[src/rtl/shifter_pkg.sv]
`default_nettype none
// ============================================================================
// Module      : shifter_pkg
// Description : Shared types and constants for the shifter operand generator.
// Revision    : 1.0 - initial release
// ============================================================================
package shifter_pkg;

    localparam int DATA_W = 32;

    localparam logic [1:0] LSL = 2'b00;
    localparam logic [1:0] LSR = 2'b01;
    localparam logic [1:0] ASR = 2'b10;
    localparam logic [1:0] ROR = 2'b11;

    typedef enum logic [1:0] {
        IDLE  = 2'd0,
        SHIFT = 2'd1,
        DONE  = 2'd2
    } state_t;

    typedef enum logic [2:0] {
        MODE_ROT_IMM   = 3'd0,
        MODE_SHIFT_IMM = 3'd1,
        MODE_SHIFT_REG = 3'd2,
        MODE_LS3       = 3'd3,
        MODE_LS2       = 3'd4,
        MODE_BRANCH    = 3'd5,
        MODE_ERR       = 3'd6
    } amode_t;

    // op = ir[27:25], b7 = ir[7], b4 = ir[4]
    function automatic amode_t decode_mode(input logic [2:0] op, input logic b7,
                                           input logic b4);
        amode_t m;
        if (op == 3'b001)
            m = MODE_ROT_IMM;
        else if (op == 3'b000)
            m = !b4 ? MODE_SHIFT_IMM : (!b7 ? MODE_SHIFT_REG : MODE_LS3);
        else if (op[2:1] == 2'b01)
            m = MODE_LS2;
        else if (op == 3'b101)
            m = MODE_BRANCH;
        else
            m = MODE_ERR;
        return m;
    endfunction

endpackage
`default_nettype wire

[src/rtl/shift_step.sv]
`default_nettype none
// ============================================================================
// Module      : shift_step
// Description : One combinational shift slice of 0..STEP bits with carry-out.
// Revision    : 1.0 - initial release
// ============================================================================
module shift_step
    import shifter_pkg::*;
#(
    parameter int STEP = 4,
    parameter int NW   = $clog2(STEP + 1)
) (
    input  logic [DATA_W-1:0] i_value,
    input  logic [1:0]        i_type,
    input  logic [NW-1:0]     i_n,
    input  logic              i_carry,
    output logic [DATA_W-1:0] o_value,
    output logic              o_carry
);

    logic [DATA_W:0]   w_lsl;
    logic [DATA_W:0]   w_lsr;
    logic [DATA_W:0]   w_asr;
    logic [DATA_W-1:0] w_ror;

    // The extra bit on each side captures the last bit shifted out.
    assign w_lsl = {1'b0, i_value} << i_n;
    assign w_lsr = {i_value, 1'b0} >> i_n;
    assign w_asr = $signed({i_value, 1'b0}) >>> i_n;
    assign w_ror = DATA_W'({i_value, i_value} >> i_n);

    always_comb begin
        o_value = i_value;
        o_carry = i_carry;
        if (i_n != '0) begin
            case (i_type)
                LSL: begin
                    o_value = w_lsl[DATA_W-1:0];
                    o_carry = w_lsl[DATA_W];
                end
                LSR: begin
                    o_value = w_lsr[DATA_W:1];
                    o_carry = w_lsr[0];
                end
                ASR: begin
                    o_value = w_asr[DATA_W:1];
                    o_carry = w_asr[0];
                end
                default: begin
                    o_value = w_ror;
                    o_carry = w_ror[DATA_W-1];
                end
            endcase
        end
    end

endmodule
`default_nettype wire

[src/rtl/shifter_seq.sv]
`default_nettype none
// ============================================================================
// Module      : shifter_seq
// Description : Iterative ARM shifter-operand / address-offset generator.
//               Define SHIFTER_REG_SHIFT_EN to enable shift-by-register.
// Revision    : 1.0 - initial release
// ============================================================================
module shifter_seq
    import shifter_pkg::*;
#(
    parameter int STEP = 4
) (
    input  logic              clk,
    input  logic              reset,
    input  logic              start,
    input  logic [DATA_W-1:0] ir,
    input  logic [DATA_W-1:0] rm,
    input  logic [7:0]        rs,
    input  logic              c_in,
    output logic              ready,
    output logic              done,
    output logic [DATA_W-1:0] out,
    output logic              c_out,
    output logic              err
);

    localparam int NW = $clog2(STEP + 1);

    state_t            r_state;
    state_t            w_next;
    logic [DATA_W-1:0] r_val;
    logic [1:0]        r_type;
    logic [5:0]        r_rem;
    logic              r_carry;
    logic [DATA_W-1:0] r_out;
    logic              r_cout;
    logic              r_err;

    amode_t            w_mode;
    logic              w_accept;
    logic              w_iter;
    logic              w_shift;
    logic              w_rrx;
    logic              w_err;
    logic [DATA_W-1:0] w_val;
    logic [1:0]        w_type;
    logic [7:0]        w_amt8;
    logic [5:0]        w_amt;
    logic [DATA_W-1:0] w_res_out;
    logic              w_res_c;
    logic [NW-1:0]     w_n;
    logic              w_last;
    logic [DATA_W-1:0] w_step_val;
    logic              w_step_c;
    logic              w_unused;

`ifdef SHIFTER_REG_SHIFT_EN
    assign w_unused = ^{ir[31:28], ir[24]};
`else
    assign w_unused = ^{ir[31:28], ir[24], rs};
`endif

    assign ready    = (r_state != SHIFT);
    assign done     = (r_state == DONE);
    assign out      = r_out;
    assign c_out    = r_cout;
    assign err      = done & r_err;
    assign w_accept = start & ready;
    assign w_mode   = decode_mode(ir[27:25], ir[7], ir[4]);
    assign w_amt    = {1'b0, w_amt8[4:0]};

    // Decode at accept: either a fully resolved result or an iterative job.
    always_comb begin
        w_err     = 1'b0;
        w_iter    = 1'b0;
        w_shift   = 1'b0;
        w_rrx     = 1'b0;
        w_val     = rm;
        w_type    = ir[6:5];
        w_amt8    = '0;
        w_res_out = '0;
        w_res_c   = c_in;
        case (w_mode)
            MODE_ROT_IMM: begin
                w_val   = {24'b0, ir[7:0]};
                w_type  = ROR;
                w_amt8  = {3'b0, ir[11:8], 1'b0};
                w_shift = 1'b1;
            end
            MODE_SHIFT_IMM: begin
                w_amt8  = {3'b0, ir[11:7]};
                w_shift = 1'b1;
                if (ir[11:7] == 5'd0) begin
                    case (ir[6:5])
                        LSL:     w_amt8 = 8'd0;
                        ROR:     w_rrx  = 1'b1;
                        default: w_amt8 = 8'd32;
                    endcase
                end
            end
`ifdef SHIFTER_REG_SHIFT_EN
            MODE_SHIFT_REG: begin
                w_amt8  = rs;
                w_shift = 1'b1;
            end
`endif
            MODE_LS3:    w_res_out = ir[22] ? {24'b0, ir[11:8], ir[3:0]} : rm;
            MODE_LS2:    w_res_out = ir[25] ? rm : {20'b0, ir[11:0]};
            MODE_BRANCH: w_res_out = {{6{ir[23]}}, ir[23:0], 2'b00};
            default:     w_err     = 1'b1;
        endcase

        if (w_rrx) begin
            w_res_out = {c_in, rm[DATA_W-1:1]};
            w_res_c   = rm[0];
        end else if (w_shift) begin
            if (w_amt8 == 8'd0) begin
                w_res_out = w_val;
            end else begin
                case (w_type)
                    LSL: begin
                        w_iter  = (w_amt8 < 8'd32);
                        w_res_c = (w_amt8 == 8'd32) & w_val[0];
                    end
                    LSR: begin
                        w_iter  = (w_amt8 < 8'd32);
                        w_res_c = (w_amt8 == 8'd32) & w_val[DATA_W-1];
                    end
                    ASR: begin
                        w_iter    = (w_amt8 < 8'd32);
                        w_res_out = {DATA_W{w_val[DATA_W-1]}};
                        w_res_c   = w_val[DATA_W-1];
                    end
                    default: begin
                        w_iter    = (w_amt8[4:0] != 5'd0);
                        w_res_out = w_val;
                        w_res_c   = w_val[DATA_W-1];
                    end
                endcase
            end
        end
    end

    assign w_n    = (r_rem > 6'(STEP)) ? NW'(STEP) : NW'(r_rem);
    assign w_last = (r_rem <= 6'(STEP));

    shift_step #(
        .STEP (STEP),
        .NW   (NW)
    ) u_step (
        .i_value (r_val),
        .i_type  (r_type),
        .i_n     (w_n),
        .i_carry (r_carry),
        .o_value (w_step_val),
        .o_carry (w_step_c)
    );

    always_ff @(posedge clk or posedge reset) begin
        if (reset) r_state <= IDLE;
        else       r_state <= w_next;
    end

    always_comb begin
        w_next = r_state;
        case (r_state)
            IDLE:    if (start) w_next = w_iter ? SHIFT : DONE;
            SHIFT:   if (w_last) w_next = DONE;
            DONE:    w_next = start ? (w_iter ? SHIFT : DONE) : IDLE;
            default: w_next = IDLE;
        endcase
    end

    always_ff @(posedge clk or posedge reset) begin
        if (reset) begin
            r_val   <= '0;
            r_type  <= LSL;
            r_rem   <= '0;
            r_carry <= 1'b0;
            r_out   <= '0;
            r_cout  <= 1'b0;
            r_err   <= 1'b0;
        end else if (w_accept) begin
            if (w_iter) begin
                r_val   <= w_val;
                r_type  <= w_type;
                r_rem   <= w_amt;
                r_carry <= c_in;
                r_err   <= 1'b0;
            end else begin
                r_out  <= w_res_out;
                r_cout <= w_res_c;
                r_err  <= w_err;
            end
        end else if (r_state == SHIFT) begin
            r_val   <= w_step_val;
            r_carry <= w_step_c;
            r_rem   <= r_rem - 6'(w_n);
            if (w_last) begin
                r_out  <= w_step_val;
                r_cout <= w_step_c;
            end
        end
    end

endmodule
`default_nettype wire
[config.mk]
export PLATFORM = sky130hd
export DESIGN_NAME = shifter_seq
export DESIGN_NICKNAME = d
export VERILOG_FILES = /design/src/rtl/shifter_pkg.sv /design/src/rtl/shift_step.sv /design/src/rtl/shifter_seq.sv
export SDC_FILE = /design/constraint.sdc
export NUM_CORES = 1
export LEC_CHECK = 0
export BUFFER_PORTS_ARGS = -buffer_cell sky130_fd_sc_hd__buf_2
export CORE_MARGIN = 2
export CORE_UTILIZATION = 30
export DETAILED_ROUTE_END_ITERATION = 8
export GPL_TIMING_DRIVEN = 0
export PLACE_DENSITY = 0.52
export SYNTH_ARGS = -nofsm -noshare
export SYNTH_HDL_FRONTEND = slang
export SYNTH_SLANG_ARGS = --single-unit
[constraint.sdc]
create_clock -name clk -period 5 [get_ports clk]
set_input_delay 0.25 -clock clk [delete_from_list [all_inputs] [get_ports clk]]
set_output_delay 0.25 -clock clk [all_outputs]
set_load 0.01 [all_outputs]
Yosys cells after proc, flatten, opt, wreduce, memory -nomap -nowiden
Index checks and enable logic that the tools add are counted.
{"block": "totals", "ff_bits": 77, "latchBits": 0, "ram_bits": 0, "romBits": 0, "out_inout_bits": 36, "n_memories": 0}
{"block": "op_classes", "n_addsub": 1, "n_mul": 0, "div": 0, "order_cmp": 3, "n_eq_ne": 20, "shifts": 4, "mux": 59, "bitwise_logic": 4, "n_reduce_logical": 20}
{"op": "32-bit two-way mux", "n": 14}
{"op": "32-bit case mux with 3 select lines", "n": 2}
{"op": "32-bit case mux with 2 select lines", "n": 1}
{"op": "64-bit by 3-bit right shift with 32-bit output", "n": 1}
{"op": "32-bit by 3-bit left shift with 33-bit output", "n": 1}
{"op": "33-bit by 3-bit right shift with 33-bit output", "n": 1}
{"op": "33-bit by 3-bit >>> shifter with 33-bit output", "n": 1}
{"op": "6-bit two-way mux", "n": 4}
{"op": "6-bit case mux with 2 select lines", "n": 2}
{"op": "1-bit two-way mux", "n": 22}
{"op": "2-bit two-way mux", "n": 8}
{"op": "3-bit == test, second input constant", "n": 3}
{"op": "3-bit two-way mux", "n": 3}
{"op": "2-bit by 1-bit == test with 1-bit output, second input constant", "n": 4}
{"op": "2-bit == test, second input constant", "n": 4}
{"op": "8-bit by 6-bit == test with 1-bit output, second input constant", "n": 1}
{"op": "2-bit logical NOT", "n": 4}
{"op": "8-bit logical NOT", "n": 1}
{"op": "8-bit by 6-bit < comparator with 1-bit output, second input constant", "n": 1}
{"op": "3-bit by 1-bit == test with 1-bit output, second input constant", "n": 2}
{"op": "6-bit by 3-bit > comparator with 1-bit output, second input constant", "n": 1}
{"op": "6-bit by 3-bit less-or-equal comparator with 1-bit output, second input constant", "n": 1}
{"op": "3-bit logical NOT", "n": 2}
{"op": "2-bit != test, second input constant", "n": 3}
{"op": "16 further kinds", "n": 24}

Depth between registers and ports, before layout
Gate-level depths: netlist of the first run.
{"block": "logic_depth", "ltp_word": 16, "ltp_mapped": 14, "ltp_nobuf": 9}

Cells and area by module
A second synthesis of the first run with hierarchy kept.
{"block": "hier_totals", "hier_cells": 980, "area_unflattened_um2": 8151.6}
{"module": "shifter_seq", "instances": 1, "cells_per_inst": 590, "area_each_um2": 5251.3, "seq_area_each_um2": 1926.8}
{"module": "shift_step", "instances": 1, "cells_per_inst": 390, "area_each_um2": 2900.3, "seq_area_each_um2": 0.0}

Worst setup path after synthesis of the first run
Ideal clock, no wire load.
{"block": "synth_timing", "path_type": "reg2reg", "startpoint": "register r_rem[4]", "endpoint": "register r_rem[4]", "setup_time_ns": 0.083, "arrival_time_ns": 2.418, "slack_ns": 2.500, "stages_incl_launch_ff": 15, "synth_period_minus_slack_ns": 2.500, "path_cell_list": "dfrtp_1 > buf_6 > or4_1 > buf_6 > buf_6 > buf_2 > buf_2 > nand2_1 > ha_1 > nor2_1 > nand2_1 > o21ai_0 > a211oi_1 > a31oi_1 > o21ai_0"}
{"block": "synth_between", "elab_chain_len": 5}
{"element": "start, declared", "line": "shifter_seq.sv:33", "source": "logic [5:0] r_rem;"}
{"element": "start signal, assigned", "line": "shifter_seq.sv:187", "source": "r_rem <= w_amt;"}
{"element": "start signal, assigned", "line": "shifter_seq.sv:198", "source": "r_rem <= r_rem - 6'(w_n);"}
{"element": "6-bit by 3-bit > comparator with 1-bit output", "line": "shifter_seq.sv:144", "source": "assign w_n = (r_rem > 6'(STEP)) ? NW'(STEP) : NW'(r_rem);"}
{"element": "3-bit two-way mux", "line": "shifter_seq.sv:144"}
{"element": "6-bit by 3-bit subtractor with 6-bit output *", "line": "shifter_seq.sv:198"}
{"element": "6-bit two-way mux *", "line": "shifter_seq.sv:195", "source": "end else if (r_state == SHIFT) begin"}
{"element": "6-bit two-way mux *", "line": "shifter_seq.sv:183", "source": "end else if (w_accept) begin"}
Every way passes the cells marked *; elsewhere a longest branch is shown, timed or not. The select of a mux whose other input is x is not followed.
A chain may end at the register's enable or synchronous reset.

Worst setup path in the final report of the first run
{"block": "layout_timing", "startpoint": "register r_rem[0]", "endpoint": "register r_val[31]"}
{"block": "layout_between", "elab_chain_len": 7, "word_cells_on_any_way": 11, "cone_classes": "order compare (1); shift (4); mux (5); reduce/logical (1)"}
{"element": "6-bit by 3-bit > comparator with 1-bit output", "line": "shifter_seq.sv:144"}
{"element": "3-bit two-way mux *", "line": "shifter_seq.sv:144"}
{"element": "64-bit by 3-bit right shift with 32-bit output, or another cell as far along", "line": "shift_step.sv:30", "source": "assign w_ror = DATA_W'({i_value, i_value} >> i_n);"}
{"element": "32-bit case mux with 3 select lines", "line": "shift_step.sv:36", "source": "case (i_type)"}
{"element": "32-bit two-way mux *", "line": "shift_step.sv:35", "source": "if (i_n != '0) begin"}
{"element": "32-bit two-way mux *", "line": "shifter_seq.sv:195"}
{"element": "32-bit two-way mux *", "line": "shifter_seq.sv:183"}
{"element": "end signal, assigned", "line": "shifter_seq.sv:185", "source": "r_val <= w_val;"}
{"element": "end signal, assigned", "line": "shifter_seq.sv:196", "source": "r_val <= w_step_val;"}
{"element": "end, declared", "line": "shifter_seq.sv:31", "source": "logic [DATA_W-1:0] r_val;"}
Marked as above.

==> flow_metrics.py, run 1 <==
metrics = {
    "synth": {
        "yosys_warning_total": 0,
        "synth_cell_types": 87,
        "synth_seq_cells": 77,
        "synthDominantAreaCellType": "sky130_fd_sc_hd__dfrtp_1",
        "netlist_area_um2": 7820,
        "synth-edff-count": 0,
        "synth_area_per_cell_um2": 7.69,
        "cells_after_synthesis": 1017,
        "yosys_most_used_dff": "sky130_fd_sc_hd__dfrtp_1",
        "synth_sequential_area_ratio_pct": 24.6,
        "netlist_top_cells_area": "sky130_fd_sc_hd__dfrtp_1 (25%), sky130_fd_sc_hd__o21ai_0 (5.3%), sky130_fd_sc_hd__nand2_1 (5.1%)",
        "postSynthNetCount": 1096,
        "synth_async_sr_flop_share_pct": 100,
        "synth_top_area_share_pct": 24.6,
    },
    "timing": {
        "timing.final.setup_violations": 0,
        "grt_setup_unrepaired": "no",
        "min_period_over_period_pct": 79.8,
        "fmax_ghz": 0.251,
        "setup_total_negative_slack_ns": 0,
        "timing.clock.skew_ns": 0.0139,
        "maxSlewViolCount": 1,
        "period_minus_slack_ns": 3.99,
        "final_hold_viol_count": 0,
        "tightest_slew_ns": 1.47,
        "worst_slew_margin_rel_pct": -0.582,
    },
    "placement": {
        "gp_congestion": 1.00,
        "dpl_cell_area_um2": 8740,
        "place.detailed.hpwl_mm": 33.3,
        "buffer_ports.inserted": 95,
    },
    "route": {
        "antenna_left": 0,
        "wl_per_cell_um": 30.9,
        "drt-total-wl_mm": 45.3,
        "avgViaCountPerCell": 6.84,
        "drt_drc_violations_left": 0,
        "initialDrtViolationCount": 1535,
        "detailedRoute.firstPassIterationCount": 7,
        "num_vias": 10027,
    },
    "floorplan": {
        "rows": 59,
        "design.core.area_um2": 25800,
        "fp.dieArea_um2": 27400,
        "start_util_pct": 30.3,
        "die_h_um": 165,
        "die_width_um": 165,
        "top_level_ports": 112,
    },
    "worst_setup_path": {
        "r2r_end": "r_val[31]",
        "crit_path_end_kind": "register",
        "worstSetupStartpointType": "register",
        "timing.critical_path.required_ns": 5.22,
        "reg2reg_depth": 9,
        "regToRegStartpoint": "r_rem[0]",
        "setup.reg_to_reg.worst_slack_ns": 1.01,
        "crit_start": "r_rem[0]",
        "crit_fanout": 10,
        "critical_path_class": "register to register",
        "cp_data_arrival_time_ns": 4.21,
    },
    "status": {
        "violations": "max-capacitance violations, max-slew violations",
        "status": "finished, violations left",
    },
    "clock_tree": {
        "cts_buffer_depth": 2,
        "cts_made_buffers": 9,
        "cts_post_setup_buffers_inserted": 0,
        "ctsResizeCount": 0,
        "cts_tree": "built",
        "clockRootBuffer": "sky130_fd_sc_hd__clkbuf_16",
        "cts.reportedPaths.clkPinSlew_ns": 0.07,
        "cts.hold.buffers_added": 1,
        "number_of_sinks_on_the_clock_net": 77,
        "h_tree_lvls": 3,
        "worst_skew_pair.late_latency_ns": 0.37,
    },
    "global_routing": {
        "antenna_found_initial": 0,
        "grt_pass1_wl_mm": 65.8,
        "global_route_congestion_overflow_total": 0,
        "first_global_vias": 9441,
        "maximum_number_of_pins_on_one_net_before_global_route_repair": 61,
        "grt.total_usage_pct": 33.1,
    },
    "min_path": {
        "hold-path-cell-count": 2,
        "hold_path_startpoint": "rm[25]",
        "hold_crit_path_type": "input port to register",
        "sink_of_the_worst_hold_path": "r_val[25]",
    },
    "power": {
        "leakage_power_figure_nw": 3.63,
        "power_density_nw_per_um2": 705,
        "worst_ir_drop_vdd_mv": 0.258,
    },
    "final_layout": {
        "post_route_cells_drive_above_1_share_pct": 17.5,
        "antenna-diode-count": 0,
        "areaGrowthSynthToFinish_pct": 15.7,
        "stdcell_area_um2": 9040,
        "finish.net_count": 1204,
    },
    "run": {
        "cap_violations": 1,
    },
}
-- synthesized netlist by cell type (all sizes together), types with 12 or more instances --
library cell  count
mux2             12
nor2             61
a22oi            18
o21ai            93
a221o            25
a22o             12
mux2i            31
a21oi            65
dfrtp            77
nand2           107
o22ai            16
clkbuf           80
a31oi            25
a211oi           28
nand3            41
buf              50
a221oi           16
o211ai           24
nor3             28
a21o             13
-- worst max-delay path, stage by stage (launching register included) --
cell                       delay (ns)
sky130_fd_sc_hd__dfrtp_1         0.36
sky130_fd_sc_hd__buf_2           0.22
sky130_fd_sc_hd__buf_2           0.29
sky130_fd_sc_hd__nor2_1          0.87
sky130_fd_sc_hd__nand2_1         0.70
sky130_fd_sc_hd__clkbuf_1        0.52
sky130_fd_sc_hd__o21ai_0         0.39
sky130_fd_sc_hd__a31oi_1         0.20
sky130_fd_sc_hd__a21oi_1         0.20
sky130_fd_sc_hd__o21ai_0         0.08
-- flip-flops by register name, summed over array words and instances (netlist names) --
name,count
r_state,2
c_out,1
r_type,2
r_err,1
out,32
r_val,32
r_rem,6
r_carry,1
-- worst max-delay path by stage --
stage	endpoint	depth (start not counted)
2_1_floorplan	r_rem[4]	14
3_3_place_gp	r_val[31]	9
3_5_place_dp	r_val[31]	9
4_1_cts	r_val[31]	9
5_1_grt	r_val[31]	9
6_report	r_val[31]	9
-- power breakdown --
group,internal (mW),switching (mW)
combinational,1.41,3.24
clock,0.349,0.325
sequential,0.870,0.184
-- layout make-up --
class	instances	area, um^2
timing repair buffer	97	513
tap	335	419
multi-input combinational	798	5260
clock inverter	7	63.8
buffer	130	583
fill	2819	16800
clock buffer	9	225
sequential	77	1930
inverter	12	47.5
-- cells by family after synthesis --
logic type | after synthesis | synth area share (%)
fa+ha+maj | 3 | 0.480
buf+inv | 142 | 8.03
flops | 77 | 24.6
compound gates | 427 | 38.8
other cells | 1 | 0.0480
simple gates | 315 | 19.9
xor+xnor | 1 | 0.112
mux | 51 | 8.00
-- metrics by stage --
stage	setup slack [ns]	instances	hold slack, ns	utilization [%]	total power, mW
2_1_floorplan	2.50	1017	0.396	-	3.71
3_3_place_gp	1.18	1447	0.460	33.7	5.53
3_5_place_dp	1.31	1448	0.228	33.8	5.43
4_1_cts	1.30	1465	0.178	35.0	6.11
5_1_grt	1.07	1465	0.199	35.0	6.59
6_report	1.01	1465	0.190	35.0	6.38
-- cells in the final DEF (no fill, tap or decap), types with 8 or more instances in the layout --
cell	Yosys	layout
sky130_fd_sc_hd__nor3_1	27	27
sky130_fd_sc_hd__buf_1	14	14
sky130_fd_sc_hd__a211o_1	9	9
sky130_fd_sc_hd__a211oi_1	28	28
sky130_fd_sc_hd__o21ai_0	83	83
sky130_fd_sc_hd__or3_1	8	8
sky130_fd_sc_hd__and3_1	9	9
sky130_fd_sc_hd__o21ai_1	8	8
sky130_fd_sc_hd__mux2i_1	31	31
sky130_fd_sc_hd__buf_2	27	122
sky130_fd_sc_hd__a21oi_1	64	64
sky130_fd_sc_hd__a22oi_1	18	18
sky130_fd_sc_hd__nand2_1	106	106
sky130_fd_sc_hd__nand3_1	41	41
sky130_fd_sc_hd__a221o_1	25	25
sky130_fd_sc_hd__a21o_1	13	13
sky130_fd_sc_hd__nor2_1	54	54
sky130_fd_sc_hd__clkbuf_1	79	79
sky130_fd_sc_hd__a221oi_1	15	15
sky130_fd_sc_hd__mux2_2	12	12
sky130_fd_sc_hd__o22ai_1	16	16
sky130_fd_sc_hd__clkbuf_16	0	9
sky130_fd_sc_hd__nand2b_1	11	11
sky130_fd_sc_hd__a22o_1	12	12
sky130_fd_sc_hd__inv_1	11	10
sky130_fd_sc_hd__dfrtp_1	77	77
sky130_fd_sc_hd__nor2b_1	9	9
sky130_fd_sc_hd__a31oi_1	25	25
sky130_fd_sc_hd__nand4_1	10	10
sky130_fd_sc_hd__mux4_2	8	8
sky130_fd_sc_hd__o211ai_1	23	23
sky130_fd_sc_hd__a222oi_1	8	8
-- per-layer routing --
layer  vias up  GRT usage (%)  share of wire (%)
li1       4146              -                  -
met1      4886           44.9                 40
met2       823           48.6                 43
met3       172           8.49                 12
met4         0           16.5                5.3
met5         -              0                  0
Power figures use the tool's default switching activity.
==> run 2: changes to the inputs <==
clock period = 3.8 ns   (was 5 ns; I/O delays follow)
==> run 2 against run 1 <==
The flow finishes with violations (max-capacitance violations, max-slew violations, negative setup slack); final cell count is the same; critical path depth down 2; clock skew barely moved; fmax up 3.4%; clock power is 32% higher; worst setup slack got worse by 1.1 ns; non-clock buffer count unchanged; power grew 32%; hold slack lost 0.060 ns; die area unchanged; flip-flop and latch count stayed put; largest cell class unchanged; largest power group unchanged.
==> flow_metrics.py, run 2 (synthesis gave the netlist of run 1 again) <==
metrics = {
    "status": {
        "status": "finished, violations left",
        "violations": "max-capacitance violations, max-slew violations, negative setup slack",
    },
    "route": {
        "wl_per_cell_um": 30.8,
        "num_vias": 9960,
        "initialDrtViolationCount": 1519,
        "drt-total-wl_mm": 45.2,
        "antenna_left": 0,
        "detailedRoute.firstPassIterationCount": 9,
        "drt_drc_violations_left": 0,
        "avgViaCountPerCell": 6.80,
    },
    "placement": {
        "buffer_ports.inserted": 95,
        "placed_cells": 1448,
        "detailedPlace.worstSlack_ns": 0.110,
        "gp_congestion": 1.00,
        "place.detailed.hpwl_mm": 33.3,
    },
    "clock_tree": {
        "cts_made_buffers": 9,
        "cts.reportedPaths.clkPinSlew_ns": 0.07,
        "h_tree_lvls": 3,
        "cts_tree": "built",
        "number_of_sinks_on_the_clock_net": 77,
        "worst_skew_pair.late_latency_ns": 0.37,
        "cts_buffer_depth": 2,
        "clockRootBuffer": "sky130_fd_sc_hd__clkbuf_16",
    },
    "final_layout": {
        "antenna-diode-count": 0,
        "areaGrowthSynthToFinish_pct": 15.7,
        "final_cell_mix": "sky130_fd_sc_hd__buf_2 (122), sky130_fd_sc_hd__nand2_1 (105), sky130_fd_sc_hd__o21ai_0 (83)",
        "finish.net_count": 1204,
        "final-instance-count-excl-fill": 1465,
        "most_frequent_standard_cell_in_the_layout_excluding_fill_and_tap_cells": "sky130_fd_sc_hd__buf_2",
        "post_route_cells_drive_above_1_share_pct": 17.7,
    },
    "power": {
        "worst_ir_drop_vdd_mv": 0.338,
        "leakage_power_figure_nw": 3.64,
        "power_density_nw_per_um2": 928,
    },
    "floorplan": {
        "fp.dieArea_um2": 27400,
        "die_h_um": 165,
        "design.core.area_um2": 25800,
        "top_level_ports": 112,
        "rows": 59,
        "start_util_pct": 30.3,
        "die_width_um": 165,
    },
    "timing": {
        "min_period_over_period_pct": 102,
        "worst_slew_margin_rel_pct": -0.726,
        "final_hold_viol_count": 0,
        "grt_setup_unrepaired": "no",
        "fmax_ghz": 0.259,
        "tightest_slew_ns": 1.47,
        "period_minus_slack_ns": 3.86,
        "fin_worst_hold_slack_ns": 0.130,
        "layout_setup_ws_ns": -0.0580,
        "timing.final.setup_violations": 1,
        "timing.clock.skew_ns": 0.0138,
        "maxSlewViolCount": 1,
    },
    "worst_setup_path": {
        "critical_path_class": "register to register",
        "crit_fanout": 8,
        "crit_path_end_kind": "register",
        "timing.critical_path.required_ns": 4.04,
        "cp_data_arrival_time_ns": 4.10,
        "worstSetupStartpointType": "register",
    },
    "global_routing": {
        "maximum_number_of_pins_on_one_net_before_global_route_repair": 61,
        "global_route_congestion_overflow_total": 0,
        "grt.total_usage_pct": 33.1,
        "first_global_vias": 9441,
        "grt_pass1_wl_mm": 65.8,
        "antenna_found_initial": 0,
    },
    "min_path": {
        "hold_crit_path_type": "input port to register",
    },
    "run": {
        "cap_violations": 1,
    },
}
==> run 2: cell count changes in the layout (fill, tap and decap cells not counted) <==
cell,previous run,this run
sky130_fd_sc_hd__nand2_1,106,105
sky130_fd_sc_hd__nor2_1,54,53
sky130_fd_sc_hd__nor2_2,5,6
sky130_fd_sc_hd__nand2_2,1,2
==> run 2: path summary, 6_finish.rpt <==
kind	slack (ns)	from	cells past startpoint	to
worst max-delay path	-0.06	r_rem[0]	7	out[24]
worst min-delay path	0.13	rm[25]	2	r_val[25]
worst max register to register	-0.06	r_rem[0]	7	out[24]
worst min register to register	0.48	r_err	2	r_err
max in group asynchronous	2.84	reset	4	r_val[24]
min in group asynchronous	0.34	reset	3	out[5]
==> run 2: critical path, stage by stage (launching register included) <==
cell                        delay, ns
sky130_fd_sc_hd__dfrtp_1         0.33
sky130_fd_sc_hd__buf_2           0.29
sky130_fd_sc_hd__clkinv_1        0.58
sky130_fd_sc_hd__a2111oi_0       1.33
sky130_fd_sc_hd__a32oi_1         0.24
sky130_fd_sc_hd__a22oi_1         0.40
sky130_fd_sc_hd__nand2_1         0.19
sky130_fd_sc_hd__a221o_1         0.38
==> run 2: through the flow <==
step	util, %	instance area (um^2)	TNS, ns	total power, mW
finish	35.0	9050	-0.0580	8.39
global route	35.0	9050	0	8.68
CTS	35.0	9040	0	8.04
detailed placement	33.8	8740	0	7.14
global placement	33.7	8710	-0.0164	7.27
floorplan	-	7820	0	4.89
==> run 2: what timing repair did <==
item,4_1_cts,5_1_grt
endpoints found under the setup margin,0,4
buffers inserted,0,0
hold buffers,1,0
gates resized for setup,0,2
hold endpoints to repair,17,0
==> run 2: final cells by class <==
cell class	instances	area, um^2
inverters	12	47.5
multi-input cells	798	5270
clock buffers	9	225
clock inverters	7	63.8
flip-flops and latches	77	1930
repair buffers	97	513
plain buffers	130	583
fillers	2817	16800
well taps	335	419
==> run 2: layer usage <==
layer  part of all wire, %  GRT usage (%)  wire (um)
met1                    40           44.9      18100
met2                    43           48.6      19300
met3                    12           8.49       5490
met4                   5.0           16.5       2260
met5                     0              0          0
==> run 2: power breakdown <==
part,leakage [nW],internal [mW],switching [mW]
Clock,0.137,0.460,0.432
Combinational,2.52,1.86,4.26
Sequential,0.976,1.14,0.242
Total,3.64,3.46,4.93
